[src/rtl/multicycle_alu.sv]
// Multicycle ALU: single-cycle ADD/COMP/AND/XOR, iterative one-bit-per-cycle shifts.
// Ports: clk, rst (sync, active-high); request a/b/c_in/op with in_valid/in_ready;
//        registered result and flags (c_out, zero, neg, ovf, err) with out_valid/out_ready.
module multicycle_alu #(
    parameter int WIDTH = 32
) (
    input  logic             clk,
    input  logic             rst,
    input  logic             in_valid,
    output logic             in_ready,
    input  logic [WIDTH-1:0] a,
    input  logic [WIDTH-1:0] b,
    input  logic             c_in,
    input  logic [2:0]       op,
    output logic             out_valid,
    input  logic             out_ready,
    output logic [WIDTH-1:0] result,
    output logic             c_out,
    output logic             zero,
    output logic             neg,
    output logic             ovf,
    output logic             err
);

    localparam int SHW = $clog2(WIDTH);

    localparam logic [2:0] OP_ADD  = 3'd0;
    localparam logic [2:0] OP_COMP = 3'd1;
    localparam logic [2:0] OP_AND  = 3'd2;
    localparam logic [2:0] OP_XOR  = 3'd3;
    localparam logic [2:0] OP_SHL  = 3'd4;
    localparam logic [2:0] OP_SHR  = 3'd5;
    localparam logic [2:0] OP_SRA  = 3'd6;

    typedef enum logic [1:0] {
        IDLE,
        SHIFT,
        DONE
    } state_t;

    state_t           state;
    logic [WIDTH-1:0] work;
    logic [SHW-1:0]   count;
    logic [2:0]       op_q;

    logic [SHW-1:0]   shamt;
    logic             is_shift;
    logic [WIDTH:0]   add_sum;
    logic [WIDTH-1:0] acc_res;
    logic             acc_c;
    logic             acc_ovf;
    logic             acc_err;
    logic [WIDTH-1:0] sh_next;
    logic             sh_bit;

    assign in_ready  = (state == IDLE);
    assign out_valid = (state == DONE);

    assign shamt    = b[SHW-1:0];
    assign is_shift = (op == OP_SHL) || (op == OP_SHR) || (op == OP_SRA);
    assign add_sum  = {1'b0, a} + {1'b0, b} + {{WIDTH{1'b0}}, c_in};

    // Result and flags of the single-cycle ops, taken straight from the inputs
    always_comb begin
        acc_res = '0;
        acc_c   = 1'b0;
        acc_ovf = 1'b0;
        acc_err = 1'b0;
        case (op)
            OP_ADD: begin
                acc_res = add_sum[WIDTH-1:0];
                acc_c   = add_sum[WIDTH];
                // operands agree in sign but the sum does not
                acc_ovf = (a[WIDTH-1] == b[WIDTH-1]) &&
                          (add_sum[WIDTH-1] != a[WIDTH-1]);
            end
            OP_COMP: begin
                acc_res = ~b + {{(WIDTH-1){1'b0}}, 1'b1};
                acc_c   = (b == '0);
                acc_ovf = (b == {1'b1, {(WIDTH-1){1'b0}}});
            end
            OP_AND:  acc_res = a & b;
            OP_XOR:  acc_res = a ^ b;
            OP_SHL, OP_SHR, OP_SRA: acc_res = '0;
            default: acc_err = 1'b1;
        endcase
    end

    // One-position shift of the working register and the bit it drops
    always_comb begin
        sh_next = work;
        sh_bit  = 1'b0;
        case (op_q)
            OP_SHL: begin
                sh_next = {work[WIDTH-2:0], 1'b0};
                sh_bit  = work[WIDTH-1];
            end
            OP_SHR: begin
                sh_next = {1'b0, work[WIDTH-1:1]};
                sh_bit  = work[0];
            end
            OP_SRA: begin
                sh_next = {work[WIDTH-1], work[WIDTH-1:1]};
                sh_bit  = work[0];
            end
            default: begin
                sh_next = work;
                sh_bit  = 1'b0;
            end
        endcase
    end

    always_ff @(posedge clk) begin
        if (rst) begin
            state  <= IDLE;
            work   <= '0;
            count  <= '0;
            op_q   <= '0;
            result <= '0;
            c_out  <= 1'b0;
            zero   <= 1'b0;
            neg    <= 1'b0;
            ovf    <= 1'b0;
            err    <= 1'b0;
        end else begin
            case (state)
                IDLE: begin
                    if (in_valid) begin
                        op_q <= op;
                        if (is_shift) begin
                            work  <= a;
                            count <= shamt;
                            if (shamt == '0) begin
                                result <= a;
                                c_out  <= 1'b0;
                                zero   <= (a == '0);
                                neg    <= a[WIDTH-1];
                                ovf    <= 1'b0;
                                err    <= 1'b0;
                                state  <= DONE;
                            end else begin
                                state <= SHIFT;
                            end
                        end else begin
                            result <= acc_res;
                            c_out  <= acc_c;
                            zero   <= (acc_res == '0);
                            neg    <= acc_res[WIDTH-1];
                            ovf    <= acc_ovf;
                            err    <= acc_err;
                            state  <= DONE;
                        end
                    end
                end
                SHIFT: begin
                    work  <= sh_next;
                    count <= count - 1'b1;
                    // final step: publish the shifted value and last bit out
                    if (count == {{(SHW-1){1'b0}}, 1'b1}) begin
                        result <= sh_next;
                        c_out  <= sh_bit;
                        zero   <= (sh_next == '0);
                        neg    <= sh_next[WIDTH-1];
                        ovf    <= 1'b0;
                        err    <= 1'b0;
                        state  <= DONE;
                    end
                end
                DONE: begin
                    if (out_ready) begin
                        state <= IDLE;
                    end
                end
                default: state <= IDLE;
            endcase
        end
    end

endmodule

[config.mk]
export PLATFORM = sky130hd
export DESIGN_NAME = multicycle_alu
export DESIGN_NICKNAME = d
export VERILOG_FILES = /design/src/rtl/multicycle_alu.sv
export SDC_FILE = /design/constraint.sdc
export NUM_CORES = 1
export LEC_CHECK = 0
export CORE_ASPECT_RATIO = 1.5
export CORE_MARGIN = 3
export CORE_UTILIZATION = 45
export DETAILED_ROUTE_END_ITERATION = 10
export PLACE_DENSITY = 0.68
export SETUP_SLACK_MARGIN = 0.5
export SYNTH_ARGS = -nofsm -noshare
export SYNTH_HDL_FRONTEND = slang
export SYNTH_SLANG_ARGS = --single-unit
[constraint.sdc]
create_clock -name clk -period 4.35 [get_ports clk]
set_clock_uncertainty 0.05 [all_clocks]
set_input_delay 0.87 -clock clk [delete_from_list [all_inputs] [get_ports clk]]
set_output_delay 0.87 -clock clk [all_outputs]
set_load 0.005 [all_outputs]
==> results of run 1 <==
## sequential cells by signal, indices dropped and copies added, names as in the netlist
name    flops
result     32
work       32
count       5
op_q        3
state       2
c_out       1
err         1
ovf         1
zero        1
## how the worst max path moves through the flow
stage                      from   end  cells past startpoint
after floorplan            a[0]  zero                     13
after global placement     a[0]  zero                     16
after detailed placement   a[0]  zero                     16
after CTS                  a[0]  zero                     16
after global routing       b[7]  zero                     15
final                     a[10]  zero                     15
## final cells by class
type                       instances  share of cell area
clock buffer                      11              0.0211
clock inverter                     5             0.00718
inverter                          20             0.00653
multi-input combinational        981               0.570
sequential                        78               0.136
tap                              213              0.0232
timing repair buffer             321               0.236
## cells in the mapped netlist, types with 7 or more instances
master and count:
nor2_1 51, or4_1 11, nor2b_1 7, nor4_1 19, xor2_1 16, inv_1 19, mux2_2 31, buf_4 7
nand4_1 27, clkbuf_1 77, ha_1 36, o22ai_1 42, a21oi_1 158, mux2i_1 24, nand3_1 45, nand2_1 210
or3_1 10, a21o_1 7, xnor2_1 29, a31oi_1 10, o21ai_0 42, nor3_1 22, o211ai_1 41, o221ai_1 34
nand2b_1 9, dfxtp_1 78
## power by group
group | internal (mW) | leakage [nW] | switching (mW)
clock | 0.519 | 0.160 | 0.298
sequential | 0.779 | 0.637 | 0.0678
combinational | 0.642 | 3.64 | 0.734
## metrics by stage
step                hold WS, ns  std cells   util
detailed placement        0.396       1603  0.609
finish                    0.400       1629  0.652
global placement          0.391       1603  0.609
CTS                       0.404       1626  0.638
floorplan                 0.395       1175      -
global route              0.420       1629  0.652
## cells in the final DEF, fill, tap and decap left out, types with 25 or more instances in the layout
master           count
clkdlybuf4s50_1     85
o211ai_1            41
nor2_1              48
mux2_2              31
o22ai_1             42
nand4_1             27
o221ai_1            31
a21oi_1            149
nand2_1            208
o21ai_0             38
buf_4              206
dfxtp_1             78
ha_1                25
nand3_1             44
xnor2_1             29
## worst max-delay path: stages
cell and delay [ns]:
dlygate4sd2_1 0.31, ha_4 0.30, buf_4 0.12, nand4_1 0.19, buf_4 0.20, nor3_2 0.12
a31oi_2 0.17, a31o_2 0.32, buf_4 0.15, and3_1 0.13, or4_4 0.56, nor3_2 0.18
nand4_1 0.10, or4_4 0.42, a311oi_2 0.24
## timing repair
item,CTS,global route
hold buffers,0,0
setup buffers,7,3
endpoints found under the setup margin,12,13
pin swaps,19,30
resized for setup,51,49
## cells by family (layout without fill, tap and decap cells)
logic type,count (synthesis),count (layout),synth area share
AO/OA/AOI/OAI,393,393,0.302
AND/OR/NAND/NOR,447,447,0.262
adder cells (fa/ha/maj),38,38,0.0599
XOR/XNOR,45,45,0.0481
buffers and inverters,116,357,0.0573
flip-flops,78,78,0.191
multiplexers,58,58,0.0802
## per-layer routing
layer	GRT usage	wire length (um)
met4	0.164	1680
met2	0.529	15700
met5	0	0
met1	0.407	12800
met3	0.0250	2310
==> reports/results.tsv, run 1 <==
stage	metric	value	unit
worst_setup_path	crit_path_max_fanout	4	
synthesis	synth.net_count	1285	
grt	antenna_found_initial	0	
floorplanning	dieArea	0.0199	mm2
synthesis	synth_cell_type_count	75	
sta	max_freq	0.238	GHz
sta	maxSlewViolCount	0	
placement	place_ws	-0.626	ns
floorplanning	start_util	0.464	
placement	gp_congestion	0.960	
final_layout	syn_to_final_growth	40.4	%
worst_setup_path	crit_path_start_kind	primary input	
final_layout	register_area	0.00156	mm2
grt	grt.total_usage	0.317	
synthesis	synth.yosys.seq_area_share	0.191	
worst_setup_path	crit_type	in -> reg	
floorplanning	die_h	171	um
final_layout	fin_area	0.0115	mm2
synthesis	synthCells	1175	
min_path	hold_path.class	reg -> reg	
grt	grt_max_degree	51	
sta	setup_viol	0	
sta	hold_viol_final	0	
routing	wl_per_cell	19.9	um
min_path	min_from	result[11]	
synthesis	synth_area	0.00819	mm2
worst_setup_path	reg2reg_slack	1.49	ns
worst_setup_path	r2r_cells	7	
placement	dpl_cell_area	0.0108	mm2
floorplanning	chipWidth	116	um
pwr	finalPower	3.04	mW
sta	finalWorstSetupSlack	0.153	ns
worst_setup_path	arrival	4.39	ns
min_path	min_to	result[11]	
final_layout	antennaDiodeCount	0	
placement	dp_hpwl	25.0	mm
routing	via_per_inst	6.29	
worst_setup_path	regToRegEndpoint	result[30]	
routing	routed_wirelength	32.5	mm
grt	overflow	0	
pwr	peakVddDrop	0.170	mV
synthesis	ys_warn_count	0	
status	status	completed	
synthesis	yosys-top-cells-area	dfxtp_1, a21oi_1, nand2_1	
cts	cts_root_buf	clkbuf_16	
cts	cts_made_buffers	9	
synthesis	synthArstFlopShare	0	
final_layout	fin_nets	1521	
synthesis	synthFlopType	dfxtp_1	
routing	vias	10200	
worst_setup_path	reg2reg_from	count[0]	
pwr	power_density	264	mW/mm2
cts	cts_buffer_depth	2	
synthesis	synth_edf_count	0	
cts	clock_sinks	78	
grt	grt_pass1_wl	50.2	mm
final_layout	drive_above_1_share	0.243	
synthesis	yosysTopAreaCell	dfxtp_1	
floorplanning	row_count	59	
placement	port_buffers	110	
synthesis	yosysTopAreaCellShare	0.191	
cts	tritoncts	built	
sta	maxSlewHeadroom	0.330	
cts	path_clk_slew	0.06	ns
worst_setup_path	cp.required	4.55	ns
floorplanning	coreArea	0.0176	mm2
min_path	hold_depth	2	
synthesis	synth_seq_cells	78	
synthesis	synth_area_per_cell	6.97	um2
flow_run	cap_violations	0	
cts	cts_max_level	3	
routing	ant_nets	0	
floorplanning	top_level_ports	111	
sta	period_share	0.965	
grt	grt_pass1_vias	9604	
final_layout	nFillCells	1590	
sta	worst_slew_pin_slew	1.00	ns
sta	rsz0062_at_grt	true	
sta	setup_tns	0	ns
pwr	p_leak	4.44	nW
routing	dr.pass1.iters	5	
routing	route.detailed.drc	0	
worst_setup_path	endpoint_kind	flip-flop	
routing	drt_iter0_markers	1067	
final_layout	multi_input_area	0.00656	mm2
sta	layout_min_cycle_time	4.20	ns
cts	clk_latency	0.34	ns
(Power assumes the default switching activity.)
==> inputs of run 2 (changes only) <==
--- a/config.mk
+++ b/config.mk
@@ -7,9 +7,9 @@
 export LEC_CHECK = 0
 export CORE_ASPECT_RATIO = 1.5
 export CORE_MARGIN = 3
-export CORE_UTILIZATION = 45
+export CORE_UTILIZATION = 25
 export DETAILED_ROUTE_END_ITERATION = 10
-export PLACE_DENSITY = 0.68
+export PLACE_DENSITY = 0.42
 export SETUP_SLACK_MARGIN = 0.5
 export SYNTH_ARGS = -nofsm -noshare
 export SYNTH_HDL_FRONTEND = slang
==> reports/results.tsv, run 2 (synthesis gave the netlist of run 1 again) <==
stage	metric	value	unit
grt	antenna_found_initial	0	
status	status	completed	
floorplanning	row_count	80	
floorplanning	dieArea	0.0350	mm2
placement	dp_hpwl	30.5	mm
flow_run	cap_violations	0	
routing	wl_per_cell	20.4	um
final_layout	register_area	0.00156	mm2
cts	cts_made_buffers	9	
final_layout	fin_area	0.0118	mm2
pwr	power_switching	1.15	mW
final_layout	final_util	0.369	
routing	route.detailed.drc	0	
worst_setup_path	critical_path_buf_inv_count	2	
worst_setup_path	arrival	4.42	ns
cts	tritoncts	built	
floorplanning	chipWidth	154	um
cts	hold_buffers	0	
grt	overflow	0	
final_layout	fin_nets	1545	
grt	grt.total_usage	0.207	
routing	ant_nets	0	
pwr	netSwitchingFraction	0.375	
sta	setup_viol	0	
sta	hold_viol_final	0	
placement	port_buffers	110	
sta	layout_min_cycle_time	4.19	ns
routing	vias	10000	
sta	rsz0062_at_grt	true	
cts	path_clk_slew	0.07	ns
worst_setup_path	cp_top_family	compound AO/OA/AOI/OAI gates	
final_layout	syn_to_final_growth	44.3	%
cts	cts_buffer_depth	2	
floorplanning	die_h	228	um
sta	worst_slew_pin_slew	0.779	ns
worst_setup_path	crit_start	c_in	
pwr	peakVddDrop	0.154	mV
cts	clock_sinks	78	
final_layout	final_cell_mix	buf_4, nand2_1, a21oi_1	
final_layout	antennaDiodeCount	0	
worst_setup_path	cp.required	4.57	ns
pwr	p_int	1.93	mW
worst_setup_path	crit_type	in -> reg	
worst_setup_path	crit_path_start_kind	primary input	
placement	dpl_cell_area	0.0112	mm2
pwr	p_clk_frac	0.270	
final_layout	nFillCells	3493	
sta	max_freq	0.238	GHz
sta	period_share	0.964	
worst_setup_path	endpoint_kind	flip-flop	
grt	grt_pass1_wl	58.0	mm
placement	place_ws	-0.752	ns
worst_setup_path	path_cells	dlygate4sd2_1 > fa_2 > fa_2 > a21o_1 > a221oi_4 > buf_4 > o221ai_2 > a21oi_2 > nor3_1 > a311oi_2 > and2_1 > and4b_1 > nand4_1 > or4_1 > a311oi_2	
sta	setup_tns	0	ns
final_layout	final_common_cell	buf_4	
pwr	p_comb_frac	0.454	
grt	grt_pass1_vias	9932	
final_layout	drive_above_1_share	0.254	
floorplanning	coreArea	0.0320	mm2
cts	cts_max_level	3	
min_path	hold_path.class	reg -> reg	
sta	maxSlewViolCount	0	
routing	via_per_inst	5.42	
pwr	p_seq_frac	0.275	
final_layout	multi_input_area	0.00652	mm2
pwr	finalPower	3.08	mW
cts	cts_root_buf	clkbuf_16	
sta	maxSlewHeadroom	0.476	
floorplanning	top_level_ports	111	
min_path	min_from	result[24]	
routing	routed_wirelength	37.8	mm
cts	clk_latency	0.36	ns
final_layout	reg_top3	result (32), work (32), count (5)	
worst_setup_path	crit_path_max_fanout	3	
pwr	power_density	261	mW/mm2
grt	grt_max_degree	51	
worst_setup_path	cp_slowest_cell	or4_1	
worst_setup_path	reg2reg_from	op_q[1]	
routing	dr.pass1.iters	5	
placement	gp_congestion	0.865	
floorplanning	start_util	0.256	
sta	finalWorstSetupSlack	0.156	ns
pwr	p_leak	4.56	nW
routing	drt_iter0_markers	680	
worst_setup_path	worst_path_largest_cell_delay	0.42	ns
-- run 2: cell type report --
class	count	area share
Clock buffer	10	0.0194
Clock inverter	6	0.00730
Inverter	20	0.00635
Multi-Input combinational cell	981	0.552
Sequential cell	78	0.132
Tap cell	410	0.0434
Timing Repair Buffer	345	0.240
-- run 2: what timing repair did --
item,4_1_cts,5_1_grt
buffers inserted,5,1
setup endpoints to repair,20,14
resized for setup,55,46
pin swaps,14,10
-- run 2: worst reg2reg max path, stage by stage, from the launching register on --
cell and delay [ns]:
dfxtp_1 0.66, inv_1 0.12, nand2_1 0.45, buf_4 0.33
nor3b_1 0.08, a211oi_1 0.41, nand4_1 0.13, nor4_1 0.27
a21oi_1 0.16, a311oi_2 0.29
-- run 2: metal layers --
| layer | global-route usage | vias to the layer above | wire (um) |
|---|---|---|---|
| met1 | 0.259 | 4846 | 16000 |
| met3 | 0.0140 | 42 | 1070 |
| met2 | 0.381 | 218 | 19900 |
| li1 | - | 4916 | - |
| met5 | 0 | - | 0 |
| met4 | 0.0563 | 0 | 847 |
-- run 2: path summary, 6_finish.rpt --
kind	end	slack [ns]	cells past startpoint
setup reg to reg	zero	1.30	9
setup / recovery	zero	0.16	15
hold / removal	result[24]	0.40	2
hold reg to reg	result[24]	0.40	2
-- run 2: power by group through the flow --
stage,clock network [mW],logic (mW),registers [mW]
after floorplan,0,0.722,0.842
after global placement,0,1.35,0.862
after detailed placement,0,1.35,0.864
after CTS,0.853,1.38,0.848
after global routing,0.869,1.52,0.858
final,0.833,1.40,0.848
-- run 2: per-stage QoR --
step / std cells / hold slack [ns]
final: 1850 / 0.404
after global routing: 1850 / 0.421
after CTS: 1849 / 0.405
after detailed placement: 1828 / 0.399
after global placement: 1828 / 0.395
after floorplan: 1175 / 0.395
